### src/rtl/reflet_timer_multi_pkg.sv
// Shared definitions for the multi-channel Reflet interval timer:
// per-channel register offsets, CTRL bit layout and the CTRL record type.
package reflet_timer_multi_pkg;

  localparam logic [1:0] REG_CTRL     = 2'd0;
  localparam logic [1:0] REG_PRESCALE = 2'd1;
  localparam logic [1:0] REG_RELOAD   = 2'd2;
  localparam logic [1:0] REG_COUNT    = 2'd3;

  localparam int CTRL_RUN     = 0;
  localparam int CTRL_ONESHOT = 1;
  localparam int CTRL_IRQ_EN  = 2;
  localparam int CTRL_FLAG    = 3;

  // Field order matches the CTRL bit positions above (flag is the MSB).
  typedef struct packed {
    logic flag;
    logic irq_en;
    logic oneshot;
    logic run;
  } ctrl_t;

  function automatic ctrl_t ctrl_from_word(input logic [3:0] word);
    ctrl_t c;
    c.run     = word[CTRL_RUN];
    c.oneshot = word[CTRL_ONESHOT];
    c.irq_en  = word[CTRL_IRQ_EN];
    c.flag    = word[CTRL_FLAG];
    return c;
  endfunction

  function automatic logic [3:0] ctrl_to_word(input ctrl_t c);
    logic [3:0] word;
    word               = 4'd0;
    word[CTRL_RUN]     = c.run;
    word[CTRL_ONESHOT] = c.oneshot;
    word[CTRL_IRQ_EN]  = c.irq_en;
    word[CTRL_FLAG]    = c.flag;
    return word;
  endfunction

endpackage

### src/rtl/reflet_timer_multi_if.sv
// Reflet system-bus register port used by the timer block.
interface reflet_timer_multi_if #(
  parameter int wordsize       = 16,
  parameter int base_addr_size = 16
);
  logic                      enable;
  logic [base_addr_size-1:0] addr;
  logic                      write_en;
  logic [wordsize-1:0]       data_in;
  logic [wordsize-1:0]       data_out;

  modport master (
    output enable,
    output addr,
    output write_en,
    output data_in,
    input  data_out
  );

  modport slave (
    input  enable,
    input  addr,
    input  write_en,
    input  data_in,
    output data_out
  );
endinterface

### src/rtl/reflet_timer_multi_channel.sv
// One timer channel: CTRL/PRESCALE/RELOAD registers, prescaler and main
// counter, sticky event flag, and the channel's register read mux.
module reflet_timer_channel
  import reflet_timer_multi_pkg::*;
#(
  parameter int wordsize  = 16,
  parameter int cnt_width = 16
) (
  input  logic                clk,
  input  logic                reset,
  input  logic                sel,
  input  logic [1:0]          reg_sel,
  input  logic                write_en,
  input  logic [wordsize-1:0] data_in,
  output logic [wordsize-1:0] rdata,
  output logic                irq
);

  ctrl_t                ctrl_r;
  logic [cnt_width-1:0] prescale_r;
  logic [cnt_width-1:0] reload_r;
  logic [cnt_width-1:0] pre_cnt_r;
  logic [cnt_width-1:0] count_r;

  ctrl_t                wr_ctrl_val_s;
  logic [cnt_width-1:0] wr_reg_val_s;
  logic                 wr_ctrl_s;
  logic                 wr_pre_s;
  logic                 wr_rel_s;
  logic                 active_s;
  logic                 tick_s;
  logic                 event_s;
  logic                 restart_s;

  assign wr_ctrl_val_s = ctrl_from_word(data_in[3:0]);
  assign wr_reg_val_s  = data_in[cnt_width-1:0];

  assign wr_ctrl_s = sel && write_en && (reg_sel == REG_CTRL);
  assign wr_pre_s  = sel && write_en && (reg_sel == REG_PRESCALE);
  assign wr_rel_s  = sel && write_en && (reg_sel == REG_RELOAD);

  assign active_s = ctrl_r.run && (reload_r != {cnt_width{1'b0}});
  assign tick_s   = active_s && (pre_cnt_r == prescale_r);
  assign event_s  = tick_s && (count_r == (reload_r - cnt_width'(1)));

  // Only a 0->1 run transition restarts; rewriting CTRL while running does not.
  assign restart_s = wr_pre_s || wr_rel_s ||
                     (wr_ctrl_s && !ctrl_r.run && wr_ctrl_val_s.run);

  assign irq = ctrl_r.flag && ctrl_r.irq_en;

  always_ff @(posedge clk or posedge reset) begin
    if (reset) begin
      prescale_r <= {cnt_width{1'b0}};
      reload_r   <= {cnt_width{1'b0}};
      pre_cnt_r  <= {cnt_width{1'b0}};
      count_r    <= {cnt_width{1'b0}};
    end else begin
      if (wr_pre_s) begin
        prescale_r <= wr_reg_val_s;
      end
      if (wr_rel_s) begin
        reload_r <= wr_reg_val_s;
      end
      if (restart_s || !active_s) begin
        pre_cnt_r <= {cnt_width{1'b0}};
        count_r   <= {cnt_width{1'b0}};
      end else if (tick_s) begin
        pre_cnt_r <= {cnt_width{1'b0}};
        count_r   <= event_s ? {cnt_width{1'b0}} : (count_r + cnt_width'(1));
      end else begin
        pre_cnt_r <= pre_cnt_r + cnt_width'(1);
      end
    end
  end

  // A CTRL write overrides the one-shot stop; a set event beats a flag clear.
  always_ff @(posedge clk or posedge reset) begin
    if (reset) begin
      ctrl_r <= '0;
    end else begin
      if (wr_ctrl_s) begin
        ctrl_r.run     <= wr_ctrl_val_s.run;
        ctrl_r.oneshot <= wr_ctrl_val_s.oneshot;
        ctrl_r.irq_en  <= wr_ctrl_val_s.irq_en;
      end else if (event_s && ctrl_r.oneshot) begin
        ctrl_r.run <= 1'b0;
      end
      if (event_s) begin
        ctrl_r.flag <= 1'b1;
      end else if (wr_ctrl_s && wr_ctrl_val_s.flag) begin
        ctrl_r.flag <= 1'b0;
      end
    end
  end

  always_comb begin
    rdata = {wordsize{1'b0}};
    if (sel) begin
      case (reg_sel)
        REG_CTRL:     rdata[3:0]           = ctrl_to_word(ctrl_r);
        REG_PRESCALE: rdata[cnt_width-1:0] = prescale_r;
        REG_RELOAD:   rdata[cnt_width-1:0] = reload_r;
        REG_COUNT:    rdata[cnt_width-1:0] = count_r;
        default:      rdata                = {wordsize{1'b0}};
      endcase
    end else begin
      rdata = {wordsize{1'b0}};
    end
  end

endmodule

### src/rtl/reflet_timer_multi.sv
// Multi-channel memory-mapped interval timer: decodes the bus window into
// per-channel register selects, merges read data and registers the IRQ OR.
module reflet_timer_multi
  import reflet_timer_multi_pkg::*;
#(
  parameter int                        wordsize       = 16,
  parameter int                        base_addr_size = 16,
  parameter logic [base_addr_size-1:0] base_addr      = 16'hFF10,
  parameter int                        channels       = 2,
  parameter int                        cnt_width      = 16
) (
  input  logic                        clk,
  input  logic                        reset,
  reflet_timer_multi_if.slave         bus,
  output logic                        interrupt
);

  localparam int AW1   = base_addr_size + 1;
  localparam int IDX_W = base_addr_size - 2;
  localparam logic [AW1-1:0] WIN_LO = {1'b0, base_addr};
  localparam logic [AW1-1:0] WIN_HI = WIN_LO + AW1'(4 * channels);

  logic [AW1-1:0]            addr_ext_s;
  logic                      in_range_s;
  logic [base_addr_size-1:0] off_s;
  logic [channels-1:0]       sel_s;
  logic [channels-1:0]       irq_s;
  logic [wordsize-1:0]       rd_s [channels];
  logic [wordsize-1:0]       rd_or_s;

  // Compare one bit wider so a window ending at the top of the space works.
  assign addr_ext_s = {1'b0, bus.addr};
  assign in_range_s = bus.enable && (addr_ext_s >= WIN_LO) && (addr_ext_s < WIN_HI);
  assign off_s      = bus.addr - base_addr;

  for (genvar i = 0; i < channels; i++) begin : g_ch
    assign sel_s[i] = in_range_s && (off_s[base_addr_size-1:2] == IDX_W'(i));

    reflet_timer_channel #(
      .wordsize (wordsize),
      .cnt_width(cnt_width)
    ) u_channel (
      .clk     (clk),
      .reset   (reset),
      .sel     (sel_s[i]),
      .reg_sel (off_s[1:0]),
      .write_en(bus.write_en),
      .data_in (bus.data_in),
      .rdata   (rd_s[i]),
      .irq     (irq_s[i])
    );
  end

  always_comb begin
    rd_or_s = {wordsize{1'b0}};
    for (int i = 0; i < channels; i++) begin
      rd_or_s = rd_or_s | rd_s[i];
    end
  end

  assign bus.data_out = rd_or_s;

  always_ff @(posedge clk or posedge reset) begin
    if (reset) begin
      interrupt <= 1'b0;
    end else begin
      interrupt <= |irq_s;
    end
  end

endmodule

### src/flat_wrapper.sv
// flat-port wrapper written by rule: the top's interface ports become plain ports
module reflet_timer_multi_flat import reflet_timer_multi_pkg::*;
#(
  parameter int                        wordsize       = 16,
  parameter int                        base_addr_size = 16,
  parameter logic [base_addr_size-1:0] base_addr      = 16'hFF10,
  parameter int                        channels       = 2,
  parameter int                        cnt_width      = 16
)
  (clk, reset, interrupt, bus_enable, bus_addr, bus_write_en, bus_data_in, bus_data_out);
  reflet_timer_multi_if #(.wordsize(wordsize), .base_addr_size(base_addr_size)) bus_i ();
  input  logic clk;
  input  logic reset;
  output logic interrupt;
  input wire logic [$bits(bus_i.enable)-1:0] bus_enable;
  input wire logic [$bits(bus_i.addr)-1:0] bus_addr;
  input wire logic [$bits(bus_i.write_en)-1:0] bus_write_en;
  input wire logic [$bits(bus_i.data_in)-1:0] bus_data_in;
  output wire logic [$bits(bus_i.data_out)-1:0] bus_data_out;
  assign bus_i.enable = bus_enable;
  assign bus_i.addr = bus_addr;
  assign bus_i.write_en = bus_write_en;
  assign bus_i.data_in = bus_data_in;
  assign bus_data_out = bus_i.data_out;
  reflet_timer_multi #(.wordsize(wordsize), .base_addr_size(base_addr_size), .base_addr(base_addr), .channels(channels), .cnt_width(cnt_width)) u_core (.clk(clk), .reset(reset), .bus(bus_i), .interrupt(interrupt));
endmodule
### config.mk
export PLATFORM = sky130hd
export DESIGN_NAME = reflet_timer_multi_flat
export DESIGN_NICKNAME = d
export VERILOG_FILES = /design/src/rtl/reflet_timer_multi_pkg.sv /design/src/rtl/reflet_timer_multi_if.sv /design/src/rtl/reflet_timer_multi_channel.sv /design/src/rtl/reflet_timer_multi.sv /design/src/flat_wrapper.sv
export SDC_FILE = /design/constraint.sdc
export NUM_CORES = 1
export LEC_CHECK = 0
export ABC_AREA = 1
export CELL_PAD_IN_SITES_DETAIL_PLACEMENT = 0
export CELL_PAD_IN_SITES_GLOBAL_PLACEMENT = 1
export CORE_UTILIZATION = 50
export CTS_BUF_LIST = sky130_fd_sc_hd__clkbuf_4
export CTS_CLUSTER_DIAMETER = 40
export DETAILED_ROUTE_END_ITERATION = 10
export DONT_BUFFER_PORTS = 1
export GPL_ROUTABILITY_DRIVEN = 0
export PLACE_DENSITY_LB_ADDON = 0.1
export SYNTH_ARGS = -nofsm -noshare
export SYNTH_HDL_FRONTEND = slang
export SYNTH_HIERARCHICAL = 1
export SYNTH_SLANG_ARGS = --single-unit
### constraint.sdc
create_clock -name clk -period 6.3 [get_ports clk]
set_input_delay 1.575 -clock clk [delete_from_list [all_inputs] [get_ports clk]]
set_output_delay 1.575 -clock clk [all_outputs]
set_load 0.01 [all_outputs]
Word level (Yosys, flattened, before mapping)

Cells that the tools add are included.

Flip-flop bits (word level): 137
Output and inout port bits: 17
Input bits: 36
Word-level logic and storage cells: 108

Order comparisons: 2
Bitwise operators: 1
Add/sub/neg operators: 7
Equal/unequal tests: 8
Reduce and logical (&&, ||, !) cells: 49
Muxes and demuxes: 24

Operators with widths:

| operator               | number |
|---|---|
| $mux 16                | 12 |
| $pmux 12 s3            | 2 |
| $add 16x1->16 const B  | 4 |
| $eq 16x16->1           | 4 |
| $pmux 4 s4             | 2 |
| $reduce_bool 16->1     | 2 |
| $sub 16x1->16 const B  | 2 |
| $logic_and 1x1->1      | 28 |
| $ge 16x16->1 const B   | 1 |
| $lt 16x16->1 const B   | 1 |
| $or 16x16->16          | 1 |
| $sub 16x16->16 const B | 1 |
| $eq 14x1->1 const B    | 1 |
| $logic_not 14->1       | 1 |
| $reduce_bool 2->1      | 6 |
| $mux 1                 | 8 |
| $logic_or 1x1->1       | 6 |
| $eq 2x2->1 const B     | 2 |
| $logic_not 1->1        | 4 |
| $eq 2x1->1 const B     | 1 |
| $logic_not 2->1        | 1 |
| $reduce_or 2->1        | 1 |

Depth between registers and ports, before layout

Depth after elaboration: 11
Depth in mapped cells: 16

Modules after synthesis

Netlist, hierarchy kept.

Modules (own cells, without submodules):

| module               | area an instance (um2) | cells an instance | seq. area each (um2) | times used |
|---|---|---|---|---|
| reflet_timer_channel | 4833.4                 | 697               | 1701.6               | 2 |
| reflet_timer_multi   | 237.7                  | 45                | 25.0                 | 1 |

Least setup slack after synthesis

OpenSTA, ideal clock, no wires.

Kind: input to output
From: input port bus_addr[8]
To: output port bus_data_out[10]
Data required time: 4.725 ns
Path slack: 2.018 ns
Data arrival time: 2.707 ns
Buffers on the path: 1
Cell stages on the path: 8
Cells stage by stage: nand2_1 -> nor2_1 -> nand2_1 -> nor3_1 -> clkbuf_1 -> nand2_1 -> inv_1 -> or2_2

RTL lines:

| element            | RTL line           | text |
|---|---|---|
| start: declaration | flat_wrapper.sv:16 | `input wire logic [$bits(bus_i.addr)-1:0] bus_addr;` |
| end: declaration   | flat_wrapper.sv:19 | `output wire logic [$bits(bus_i.data_out)-1:0] bus_data_out;` |

==> flow_metrics.tcl <==
set metrics [dict create \
    num_rows 51 \
    synth_edf_count 0 \
    r2r_cells 15 \
    worstHoldEndpoint "u_core/g_ch[0].u_channel/prescale_r[6]$_DFFE_PP0P_" \
    synthXorXnorAreaFrac 0.0637 \
    slew_violations 0 \
    cts_max_path_buffers 2 \
    maxCapViolCount 0 \
    avgRoutedWirePerCell_um 16.5 \
    final.setup.tns_ns 0 \
    die_h_um 143 \
    slew_headroom 0.300 \
    required_ns 4.72 \
    multiInputGateArea_mm2 0.00553 \
    fin_worst_skew_ns 0.0198 \
    core_area_mm2 0.0195 \
    period_needed_ns 4.77 \
    hp-class "register to register" \
    io_pins 53 \
    drc 0 \
    finalNonFillerCells 1711 \
    cts.sinks 137 \
    internal-power_uw 1160 \
    cts_setup_buffers 0 \
    synth_fa_ha_area_frac 0.00758 \
    worst_pin_slew_ns 1.04 \
    ys.warnings.count 6 \
    die_area_mm2 0.0204 \
    synthCells 1439 \
    irDropWorstVdd_mv 0.112 \
    end_kind "output port" \
    final_common_cell "nand2_1" \
    dp_cells 1678 \
    place_hpwl_um 22200 \
    finalCritPeriodShare 0.757 \
    area_growth_syn_to_layout_pct 5.51 \
    timing.rr.end "u_core/g_ch[1].u_channel/count_r[10]$_DFFE_PP0P_" \
    fill_cells 1999 \
    synth.area.mux_share 0 \
    critical_path_arrival_ns 3.19 \
    switching_share 0.258 \
    p_leak_uw 0.00541 \
    rsz0062_at_grt "false" \
    critPathKind "input port to output port" \
    numCtsBuffers 17 \
    max_freq_ghz 0.210 \
    cts_tree "built" \
    ys_types 39 \
    synth_nets 1481 \
    setup_viol 0 \
    register_area_mm2 0.00343 \
    drive_gt1_frac 0.115 \
    final_nets 1474 \
    start_util 0.509 \
    path_max_fanout 17 \
    ant_nets 0 \
    synth-compound-area-share 0.104 \
    synth_area_per_cell_um2 6.88 \
    utilization 0.537 \
    first_pass_iters 5 \
    synth_flop_cell "dfrtp_1" \
    fin_hold_ws_ns 0.520 \
    synthSimpleGateAreaFrac 0.382 \
    synth_top_family_by_area "simple AND/OR/NAND/NOR gates" \
    vias_per_cell 5.23 \
    seqPwrFrac 0.561 \
    synth_seq_cells 137 \
    cts_root_buf "clkbuf_4" \
    post_cts_resized 0 \
    htree_num_levels 4 \
    grt_max_degree 69 \
    rr_startpoint "u_core/g_ch[1].u_channel/reload_r[0]$_DFFE_PP0P_" \
    synth.cell_area_mm2 0.00990 \
    gr-total-overflow 0 \
    hold_start "u_core/g_ch[0].u_channel/prescale_r[6]$_DFFE_PP0P_" \
    track_usage 0.297 \
    grt_pass1_vias 8613 \
    cp-start-kind "input port" \
    drt_iter0_markers 670 \
    status "finished clean" \
    antenna_found_initial 1 \
    vias 8945 \
    combPwrFrac 0.033 \
    whs_path_depth 2 \
    p_per_area_mw_per_mm2 150 \
    finalHoldViolCount 0 \
    drt-total-wl_um 28300 \
    grt_pass1_wl_um 46300 \
    port-buffer-count 0 \
    final_cell_mix "nand2_1 (421), inv_1 (200), nor2_1 (141), dfrtp_1 (137), o21ai_0 (98)" \
    synth-seq-area-share 0.346 \
    clkTransAtPathRegs_ns 0.12 \
    r2r_slack_ns 3.71 \
    clkPwrFrac 0.406 \
    synth-async-reset-ratio 1.00 \
    p_switching_uw 404 \
    fp.dieW_um 143 \
    hold_buffers 0 \
    insertion_delay_ns 0.56 \
]
state kept, by name, summed over array words and instances, names as in the netlist:
| signal | count |
|---|---|
| u_core/g_ch.u_channel/pre_cnt_r | 32 |
| u_core/g_ch.u_channel/ctrl_r | 8 |
| u_core/g_ch.u_channel/reload_r | 32 |
| u_core/g_ch.u_channel/count_r | 32 |
| u_core/g_ch.u_channel/prescale_r | 32 |
| u_core/interrupt | 1 |
stage by stage:
step | setup WS (ns) | total power (µW) | area (µm²)
after floorplan | 2.02 | 931 | 9900
after global placement | 1.57 | 948 | 10100
after detailed placement | 1.54 | 948 | 10100
after CTS | 1.53 | 1590 | 10400
after global routing | 1.28 | 1630 | 10500
final | 1.53 | 1570 | 10500
how the worst max path moves through the flow:
stage,from,end
2_1_floorplan,bus_addr[8],bus_data_out[10]
3_3_place_gp,bus_addr[8],bus_data_out[2]
3_5_place_dp,bus_addr[8],bus_data_out[1]
4_1_cts,bus_addr[8],bus_data_out[1]
5_1_grt,bus_addr[7],bus_data_out[1]
6_report,bus_addr[3],bus_data_out[0]
power by group through the flow:
stage,clock network (µW),registers (µW),logic (µW)
after global placement,0,896,51.7
after global routing,692,880,59.1
after detailed placement,0,896,52.0
final,637,879,51.5
after CTS,657,879,52.3
after floorplan,0,896,34.5
metal layers:
layer / track usage / share of wire / vias up
li1: - / - / 4523
met1: 0.383 / 0.45 / 4199
met2: 0.503 / 0.48 / 178
met3: 0.0466 / 0.035 / 45
met4: 0.107 / 0.027 / 0
met5: 0 / 0 / -
logic make-up after synthesis:
| kind of cell | count (synthesis) |
|---|---|
| xor+xnor | 72 |
| buf+inv | 246 |
| flops | 137 |
| compound gates | 176 |
| simple gates | 802 |
| fa+ha+maj | 6 |
cells in the mapped netlist, drive strengths merged (14+ instances only):
master    n  area (µm²)
o21ai   108         563
nand2   447        1820
a21oi    34         185
o221ai   14         123
dfrtp   137        3430
nor3     16         113
or2      19         119
clkbuf   22        82.6
nor2    190         958
xor2     64         561
nand4    30         188
inv     212         801
nand3    92         526
critical path: stages:
cell,delay (ns)
inv_1,0.03
nand2_1,0.05
nor2_1,0.09
nand2_1,0.09
nor3_2,0.79
o21ai_0,0.21
a21oi_1,0.18
or2_2,0.17
cell type report:
| cell class | count | area share |
|---|---|---|
| multi-input combinational | 1056 | 0.529 |
| sequential | 137 | 0.328 |
| inverter | 212 | 0.0766 |
| tap | 265 | 0.0317 |
| clock inverter | 15 | 0.0166 |
| clock buffer | 17 | 0.0122 |
| timing repair buffer | 8 | 0.00575 |
| antenna | 1 | 0.000239 |
(Power assumes the default switching activity.)
